### src/rtl/pipe_pkg.sv
// Shared definitions for the pipeline stage registers: skid FSM states,
// default widths and the control-strobe bit positions of the EX/M and M/WB payloads.
package pipe_pkg;

    typedef enum logic [1:0] {
        ST_EMPTY = 2'd0,
        ST_BUSY  = 2'd1,
        ST_FULL  = 2'd2
    } state_e;

    localparam int PIPE_DATA_W = 32 + 32 + 32 + 32 + 5 + 3 + 8;
    localparam int PIPE_CTRL_W = 8;
    localparam int PIPE_CNT_W  = 16;

    // Commit strobes sit in the low byte so the stage can blank them in bubbles.
    localparam int EXM_CTRL_REG_WRITE  = 0;
    localparam int EXM_CTRL_MEM_WRITE  = 1;
    localparam int EXM_CTRL_MEM_READ   = 2;
    localparam int EXM_CTRL_MEM_TO_REG = 3;
    localparam int EXM_CTRL_BRANCH     = 4;
    localparam int EXM_CTRL_JUMP       = 5;
    localparam int EXM_CTRL_CSR_WRITE  = 6;
    localparam int EXM_CTRL_FENCE      = 7;

    localparam int MWB_CTRL_REG_WRITE  = 0;
    localparam int MWB_CTRL_MEM_TO_REG = 1;
    localparam int MWB_CTRL_CSR_WRITE  = 2;

endpackage

### src/rtl/sat_counter.sv
// Width-parametrised saturating up-counter with synchronous clear; clear wins
// over increment.
module sat_counter #(
    parameter int W = 16
) (
    input  logic         clk,
    input  logic         rst_n,
    input  logic         clr,
    input  logic         inc,
    output logic [W-1:0] cnt
);

    localparam logic [W-1:0] CNT_MAX = {W{1'b1}};
    localparam logic [W-1:0] CNT_ONE = W'(1);

    // Count up on inc, stick at all-ones, clear on reset or clr.
    always_ff @(posedge clk) begin
        if (!rst_n) begin
            cnt <= '0;
        end else if (clr) begin
            cnt <= '0;
        end else if (inc && (cnt != CNT_MAX)) begin
            cnt <= cnt + CNT_ONE;
        end else begin
            cnt <= cnt;
        end
    end

endmodule

### src/rtl/pipe_stage_reg.sv
// Inter-stage pipeline register with valid/ready handshake, flush, bubble strobe
// blanking and stall counting. Define PIPE_SKID_EN for the registered-ready skid variant.
module pipe_stage_reg
    import pipe_pkg::*;
#(
    parameter int DATA_W = PIPE_DATA_W,
    parameter int CTRL_W = PIPE_CTRL_W,
    parameter int CNT_W  = PIPE_CNT_W
) (
    input  logic              clk,
    input  logic              rst_n,
    input  logic              flush_i,
    input  logic              in_valid_i,
    output logic              in_ready_o,
    input  logic [DATA_W-1:0] in_data_i,
    output logic              out_valid_o,
    input  logic              out_ready_i,
    output logic [DATA_W-1:0] out_data_o,
    output logic [CNT_W-1:0]  stall_cnt_o,
    input  logic              clr_cnt_i
);

    localparam logic [DATA_W-1:0] ONE_W     = DATA_W'(1);
    // Shift-then-subtract also yields all ones when CTRL_W == DATA_W.
    localparam logic [DATA_W-1:0] CTRL_MASK = (ONE_W << CTRL_W) - ONE_W;

    function automatic logic [DATA_W-1:0] kill_ctrl(input logic [DATA_W-1:0] d);
        return d & ~CTRL_MASK;
    endfunction

    logic              valid_r;
    logic [DATA_W-1:0] main_r;
    logic              xfer_in_s;
    logic              xfer_out_s;
    logic              stall_s;

    assign xfer_out_s  = valid_r && out_ready_i;
    assign stall_s     = valid_r && !out_ready_i;
    assign out_valid_o = valid_r;
    assign out_data_o  = main_r;

    sat_counter #(
        .W (CNT_W)
    ) u_stall_cnt (
        .clk   (clk),
        .rst_n (rst_n),
        .clr   (clr_cnt_i),
        .inc   (stall_s),
        .cnt   (stall_cnt_o)
    );

`ifdef PIPE_SKID_EN

    state_e            state_r;
    logic [DATA_W-1:0] skid_r;
    logic              ready_r;

    assign in_ready_o = ready_r;
    assign xfer_in_s  = in_valid_i && ready_r && !flush_i;

    // Skid FSM: main register feeds the output, skid catches the entry that
    // arrives while downstream stalls; ready is registered from the next state.
    always_ff @(posedge clk) begin
        if (!rst_n) begin
            state_r <= ST_EMPTY;
            valid_r <= 1'b0;
            ready_r <= 1'b1;
            main_r  <= '0;
            skid_r  <= '0;
        end else if (flush_i) begin
            state_r <= ST_EMPTY;
            valid_r <= 1'b0;
            ready_r <= 1'b1;
            main_r  <= kill_ctrl(main_r);
            skid_r  <= skid_r;
        end else begin
            case (state_r)
                ST_EMPTY: begin
                    if (xfer_in_s) begin
                        state_r <= ST_BUSY;
                        valid_r <= 1'b1;
                        main_r  <= in_data_i;
                    end else begin
                        state_r <= ST_EMPTY;
                    end
                end
                ST_BUSY: begin
                    if (xfer_in_s && xfer_out_s) begin
                        main_r  <= in_data_i;
                    end else if (xfer_in_s) begin
                        state_r <= ST_FULL;
                        ready_r <= 1'b0;
                        skid_r  <= in_data_i;
                    end else if (xfer_out_s) begin
                        state_r <= ST_EMPTY;
                        valid_r <= 1'b0;
                        main_r  <= kill_ctrl(main_r);
                    end else begin
                        state_r <= ST_BUSY;
                    end
                end
                ST_FULL: begin
                    if (xfer_out_s) begin
                        state_r <= ST_BUSY;
                        ready_r <= 1'b1;
                        main_r  <= skid_r;
                    end else begin
                        state_r <= ST_FULL;
                    end
                end
                default: begin
                    state_r <= ST_EMPTY;
                    valid_r <= 1'b0;
                    ready_r <= 1'b1;
                    main_r  <= kill_ctrl(main_r);
                end
            endcase
        end
    end

`else

    assign in_ready_o = !valid_r || out_ready_i;
    assign xfer_in_s  = in_valid_i && in_ready_o && !flush_i;

    // Single register: load on transfer in, blank strobes when it empties.
    always_ff @(posedge clk) begin
        if (!rst_n) begin
            valid_r <= 1'b0;
            main_r  <= '0;
        end else if (flush_i) begin
            valid_r <= 1'b0;
            main_r  <= kill_ctrl(main_r);
        end else if (xfer_in_s) begin
            valid_r <= 1'b1;
            main_r  <= in_data_i;
        end else if (xfer_out_s) begin
            valid_r <= 1'b0;
            main_r  <= kill_ctrl(main_r);
        end else begin
            valid_r <= valid_r;
            main_r  <= main_r;
        end
    end

`endif

endmodule

### config.mk
export PLATFORM = sky130hd
export DESIGN_NAME = pipe_stage_reg
export DESIGN_NICKNAME = d
export VERILOG_FILES = /design/src/rtl/pipe_pkg.sv /design/src/rtl/sat_counter.sv /design/src/rtl/pipe_stage_reg.sv
export SDC_FILE = /design/constraint.sdc
export NUM_CORES = 1
export LEC_CHECK = 0
export BUFFER_PORTS_ARGS = -buffer_cell sky130_fd_sc_hd__buf_2
export CORE_ASPECT_RATIO = 1.1
export CORE_UTILIZATION = 35
export CTS_BUF_LIST = sky130_fd_sc_hd__clkbuf_8 sky130_fd_sc_hd__clkbuf_16
export DETAILED_ROUTE_END_ITERATION = 8
export PLACE_DENSITY = 0.73
export SLEW_MARGIN = 10
export SYNTH_ARGS = -nofsm -noshare
export SYNTH_HDL_FRONTEND = slang
export SYNTH_SLANG_ARGS = --single-unit
### constraint.sdc
create_clock -name clk -period 1.55 [get_ports clk]
set_input_delay 0.155 -clock clk [delete_from_list [all_inputs] [get_ports clk]]
set_output_delay 0.155 -clock clk [all_outputs]
set_load 0.05 [all_outputs]
Yosys cells after proc, flatten, opt, wreduce, memory -nomap -nowiden
Index checks and enable logic that the tools add are counted.
{"block": "classes", "mux": 4, "n_reduce_logical": 13, "bitwise": 2, "n_addsub": 1, "eq_ne": 1}
{"cell": "two-way mux 144 bit", "n": 1}
{"cell": "adder 16 x 1 -> 16 bit (second input constant)", "n": 1}
{"cell": "!= test 16 bit (second input constant)", "n": 1}
{"cell": "two-way mux 8 bit", "n": 1}
{"cell": "logical AND 1 bit", "n": 5}
{"cell": "OR reduction 2 bit", "n": 2}
{"cell": "zero test 1 bit", "n": 3}
{"cell": "two-way mux 1 bit", "n": 2}
{"cell": "inverter 1 bit", "n": 2}
{"cell": "AND reduction 2 bit", "n": 1}
{"cell": "nonzero test 2 bit", "n": 1}
{"cell": "logical OR 1 bit", "n": 1}
{"block": "totals", "input_bits": 150, "reg_bits": 161, "wordCells": 25}

Depth between registers and ports, before layout
{"block": "logic_depth", "ltp_word": 5, "ltp_mapped": 8, "mapped_depth_nobuf": 5}

Hierarchy
A second synthesis with hierarchy kept.
{"block": "unflattened", "hier_cells": 755, "area_unflattened_um2": 6782.8}
{"module": "pipe_stage_reg", "seq_area_each_um2": 2902.8, "n_inst": 1, "cells_per_inst": 664, "area_per_inst_um2": 5918.2}
{"module": "sat_counter", "seq_area_each_um2": 320.3, "n_inst": 1, "cells_per_inst": 91, "area_per_inst_um2": 864.6}

Worst setup path before layout
No wires, ideal clock.
{"block": "synth_timing", "path_type": "flip-flop to flip-flop", "from": "register u_stall_cnt.cnt[1]", "to": "register u_stall_cnt.cnt[2]", "arrival_time_ps": 1916, "slack_ps": -457, "setup_ps": 91, "synth_period_minus_slack_ps": 2007, "path_stages_with_launch": 7, "n_path_buf": 1, "cell_sequence": "dfxtp_1 -> ha_1 -> nand4_1 -> nor4_4 -> buf_6 -> nor2_4 -> a311oi_1"}
{"block": "synth_between", "elab_chain_cells": 2, "elab_cells_between_ends": 3, "classes_between": "add/sub (1); eq/ne (1); reduce/logical (1)"}
{"item": "from (decl)", "line": "sat_counter.sv:10", "rtl": "output logic [W-1:0] cnt"}
{"item": "from (signal assigned)", "line": "sat_counter.sv:23", "rtl": "cnt <= cnt + CNT_ONE;"}
{"item": "from (signal assigned)", "line": "sat_counter.sv:25", "rtl": "cnt <= cnt;"}
{"item": "branches (longest 2 deep; another with adder 16 x 1 -> 16 bit)"}
Parallel ways; which one is timed is not known.
A chain may end at the register's enable or synchronous reset.

Worst setup path in the final report
{"block": "layout_timing", "from": "register valid_r (netlist: out_valid_o)", "to": "register main_r[24] (netlist: out_data_o[24])"}
{"block": "layout_between", "elab_chain_cells": 5}
{"item": "from (decl)", "line": "pipe_stage_reg.sv:31", "rtl": "logic valid_r;"}
{"item": "from (signal assigned)", "line": "pipe_stage_reg.sv:141", "rtl": "valid_r <= valid_r;"}
{"item": "zero test 1 bit", "line": "pipe_stage_reg.sv:123", "rtl": "assign in_ready_o = !valid_r || out_ready_i;"}
{"item": "logical OR 1 bit", "line": "pipe_stage_reg.sv:123"}
{"item": "logical AND 1 bit (2 in series)", "line": "pipe_stage_reg.sv:124", "rtl": "assign xfer_in_s = in_valid_i && in_ready_o && !flush_i;"}
{"item": "AND reduction 2 bit (no line)"}
{"item": "to (signal assigned)", "line": "pipe_stage_reg.sv:133", "rtl": "main_r <= kill_ctrl(main_r);"}
{"item": "to (signal assigned)", "line": "pipe_stage_reg.sv:136", "rtl": "main_r <= in_data_i;"}
{"item": "to (signal assigned)", "line": "pipe_stage_reg.sv:139", "rtl": "main_r <= kill_ctrl(main_r);"}
{"item": "to (decl)", "line": "pipe_stage_reg.sv:32", "rtl": "logic [DATA_W-1:0] main_r;"}
Every way passes these cells.

==> metrics.md <==
| Metric | Value |
|---|---|
| Proportion of layout cells with a drive suffix above 1 | 38.69% |
| Pre-Repair DR Iteration Count | 4 |
| Setup TNS | -0.1015 ns |
| Slew margin rel. | 63.02% |
| CP Capture Type | flop |
| CTS max path bufs | 2 |
| CTS tree | done |
| GP Congestion | 0.7915 |
| Crit Path Max Fanout | 7 |
| Post-Route WL | 21310 µm |
| R2R cell count | 8 |
| Crit Path Class | flop to flop |
| Vias | 6857 |
| Avg WL per Cell | 14.79 µm |
| Reg2reg end | out_data_o[24]$_SDFFE_PN0P_ |
| Clock slew at reported path FFs | 0.07 ns |
| Status | finished, violations left |
| Synth area leaders | dfxtp_1, nand2_1, a21boi_0, a21boi_1, buf_2 |
| Inserted Clock Buffers | 17 |
| Root buf cell | clkbuf_16 |
| Overflow after GRT | 0 |
| Die area | 18330 µm² |
| GRT Resource Usage Total | 21.78% |
| Die Width | 129.2 µm |
| CP arrival | 1.97 ns |
| Number of global-route vias before repair | 6616 |
| Reg2reg setup slack | -0.07 ns |
| Min-delay src | in_data_i[128] |
| Maximum clock frequency | 619.1 MHz |
| First-pass GRT wire length | 31220 µm |
| Top_reg_cell synth | dfxtp_1 |
| Port Buf Inserts | 311 |
| Initial antenna violation count | 0 |
| Crit Reg-Reg Startpoint | out_valid_o$_SDFFE_PP0P_ |
| Final Hold Fails | 0 |
| Largest net degree at the start of global routing | 139 |
| Clock Latency Late Sink | 0.43 ns |
| DRT antenna net count | 0 |
| Area grow syn2layout | 71.67% |
| Dpl hpwl | 12470 µm |
| Worst hold path class | input pin to flop |
| Failing checks | setup timing |
| Vias per cell | 4.759 |
| VDD IR max | 0.0006763 V |
| Post-synthesis sequential area ratio | 51.76% |
| PnR worst setup slack | -0.06522 ns |
| DP Area | 8358 µm² |
| Distinct cells, synth | 47 |
| Number of DRC markers in iteration 0 | 325 |
| Die H | 141.9 µm |
| Most common cell in the netlist | nand2_1 |
| Syn Area/Cell | 8.613 µm² |
| Critical Path RT | 1.90 ns |
| WHS Path Cells | 3 |
| Setup crit start kind | flop |
| Max-slew violations | 0 |
| Gate Count Post-Synth | 723 |
| Min Tclk post-route | 1.615 ns |
| Number of max-cap violations | 0 |
| Core Box Area | 17200 µm² |
| Diode count | 0 |
| Worst Tran Pin Value | 0.5548 ns |
| CTS sink cnt | 161 |
| Drc violations | 0 |
| Final nets | 1345 |
| H-Tree Depth | 4 |
| Yosys reg bits | 161 |
| Asr flop ratio synth | 0% |
| Pwr Density | 995.9 nW/µm² |
| Final design area excluding fillers | 10690 µm² |
| Synth Warn # | 0 |
| # IOs | 312 |
| Post-Synthesis Net Count | 874 |
| Final setup violation count | 4 |
| Post-Syn Area | 6227 µm² |
| Post-synth EDFFs | 0 |
| Share of the clock period used by the worst path | 104.2% |
| Initial Utilization | 36.20% |
| List of most frequent post-synthesis cells | nand2_1, dfxtp_1, a21boi_0, a21boi_1, buf_2 |
| Layout Skew | 0.006807 ns |
| Rows | 50 |
| Static Leak | 0.004882 µW |
| RSZ-0062 raised after global routing | true |
| Yosys top cell area share | 51.76% |
| Leading area contributor after synthesis | dfxtp_1 |
| Hold EP | out_data_o[128]$_SDFFE_PN0P_ |
==> kinds of logic (layout without fill, tap and decap cells) <==
logic type / count (synthesis) / in the layout / synth area share (%)
AOI/OAI and AO/OA: 171 / 171 / 19.91
xor gates and xnor gates: 1 / 1 / 0.1407
adders and majority gates: 1 / 1 / 0.2009
buffers and inverters: 52 / 536 / 4.440
DFF: 161 / 161 / 51.76
muxes: 1 / 1 / 0.1607
and+or+nand+nor: 336 / 336 / 23.39
==> worst max-delay path: stages, from the launching register on <==
cell and delay, ns:
dfxtp_4 0.34, nor2b_4 0.15, buf_6 0.12, nor3b_4 0.21, buf_6 0.17, buf_12 0.14, buf_12 0.14, nand2_2 0.08
a21boi_2 0.18
==> worst max path at each step <==
stage,from,end
2_1_floorplan,u_stall_cnt.cnt[0]$_SDFFE_PP0P_,u_stall_cnt.cnt[9]$_SDFFE_PP0P_
3_3_place_gp,u_stall_cnt.cnt[0]$_SDFFE_PP0P_,u_stall_cnt.cnt[5]$_SDFFE_PP0P_
3_5_place_dp,u_stall_cnt.cnt[0]$_SDFFE_PP0P_,u_stall_cnt.cnt[5]$_SDFFE_PP0P_
4_1_cts,out_valid_o$_SDFFE_PP0P_,out_data_o[71]$_SDFFE_PN0P_
5_1_grt,out_valid_o$_SDFFE_PP0P_,out_data_o[24]$_SDFFE_PN0P_
6_report,out_valid_o$_SDFFE_PP0P_,out_data_o[24]$_SDFFE_PN0P_
==> metal layers <==
layer	wire length [µm]	track usage, %	part of all wire, %	up-vias
li1	-	-	-	3347
met1	8324	22.68	39	3149
met2	10630	38.79	50	295
met3	1544	6.033	7.2	66
met4	814	12.82	3.8	0
met5	0	0	0	-
==> power by group <==
part           total (µW)  switching, µW  internal [µW]
logic                1930           1150            778
registers            4360           82.6           4280
clock network        4360           1800           2560
==> cell usage in the layout, fill, tap and decap left out, types with 4 or more instances in the layout <==
cell type and n:
a21boi_0 55, a21boi_1 70, a21boi_2 11, a21oi_1 8, a22oi_1 7, buf_12 7, buf_2 309, buf_4 35
buf_6 9, buf_8 5, clkbuf_16 20, dfxtp_1 144, dfxtp_4 17, dlygate4sd3_1 134, nand2_1 264, nand2_2 7
nand2_4 8, nand4_1 6, nor2_1 13, o21ai_0 8, or3_2 4
==> area by class of cell <==
type,instances,area [µm²]
Fill cell,1301,6514
Sequential cell,161,3287
Tap cell,234,292.8
Inverter,1,6.256
Clock buffer,17,425.4
Multi-Input combinational cell,510,2920
Clock inverter,15,183.9
Timing Repair Buffer,503,3575
==> flip-flops by register name, indices dropped and copies added (netlist names) <==
name             count
u_stall_cnt.cnt     16
out_data_o         144
out_valid_o          1
==> repair_timing <==
item | CTS | global route
pin swaps | 8 | 28
hold buffers | 134 | 0
setup buffers | 3 | 2
resized for setup | 23 | 60
setup endpoints to repair | 39 | 125
cloned | 1 | 4
endpoints found under the hold margin | 134 | 0
==> stage by stage <==
step           cells  hold slack (ns)  power, µW  setup WS [ns]  utilization (%)
3_5_place_dp    1266           0.3988       5978       -0.06007            48.58
2_1_floorplan    723           0.2744       5442       -0.01571                -
6_report        1441         0.009230      10650       -0.06522            62.14
4_1_cts         1436         0.001212      10630       -0.02087            60.65
3_3_place_gp    1266           0.3937       5960       -0.05223            48.58
5_1_grt         1441         0.001580      11040        -0.1211            62.14
Note: power is estimated with default switching activity, not from simulation.
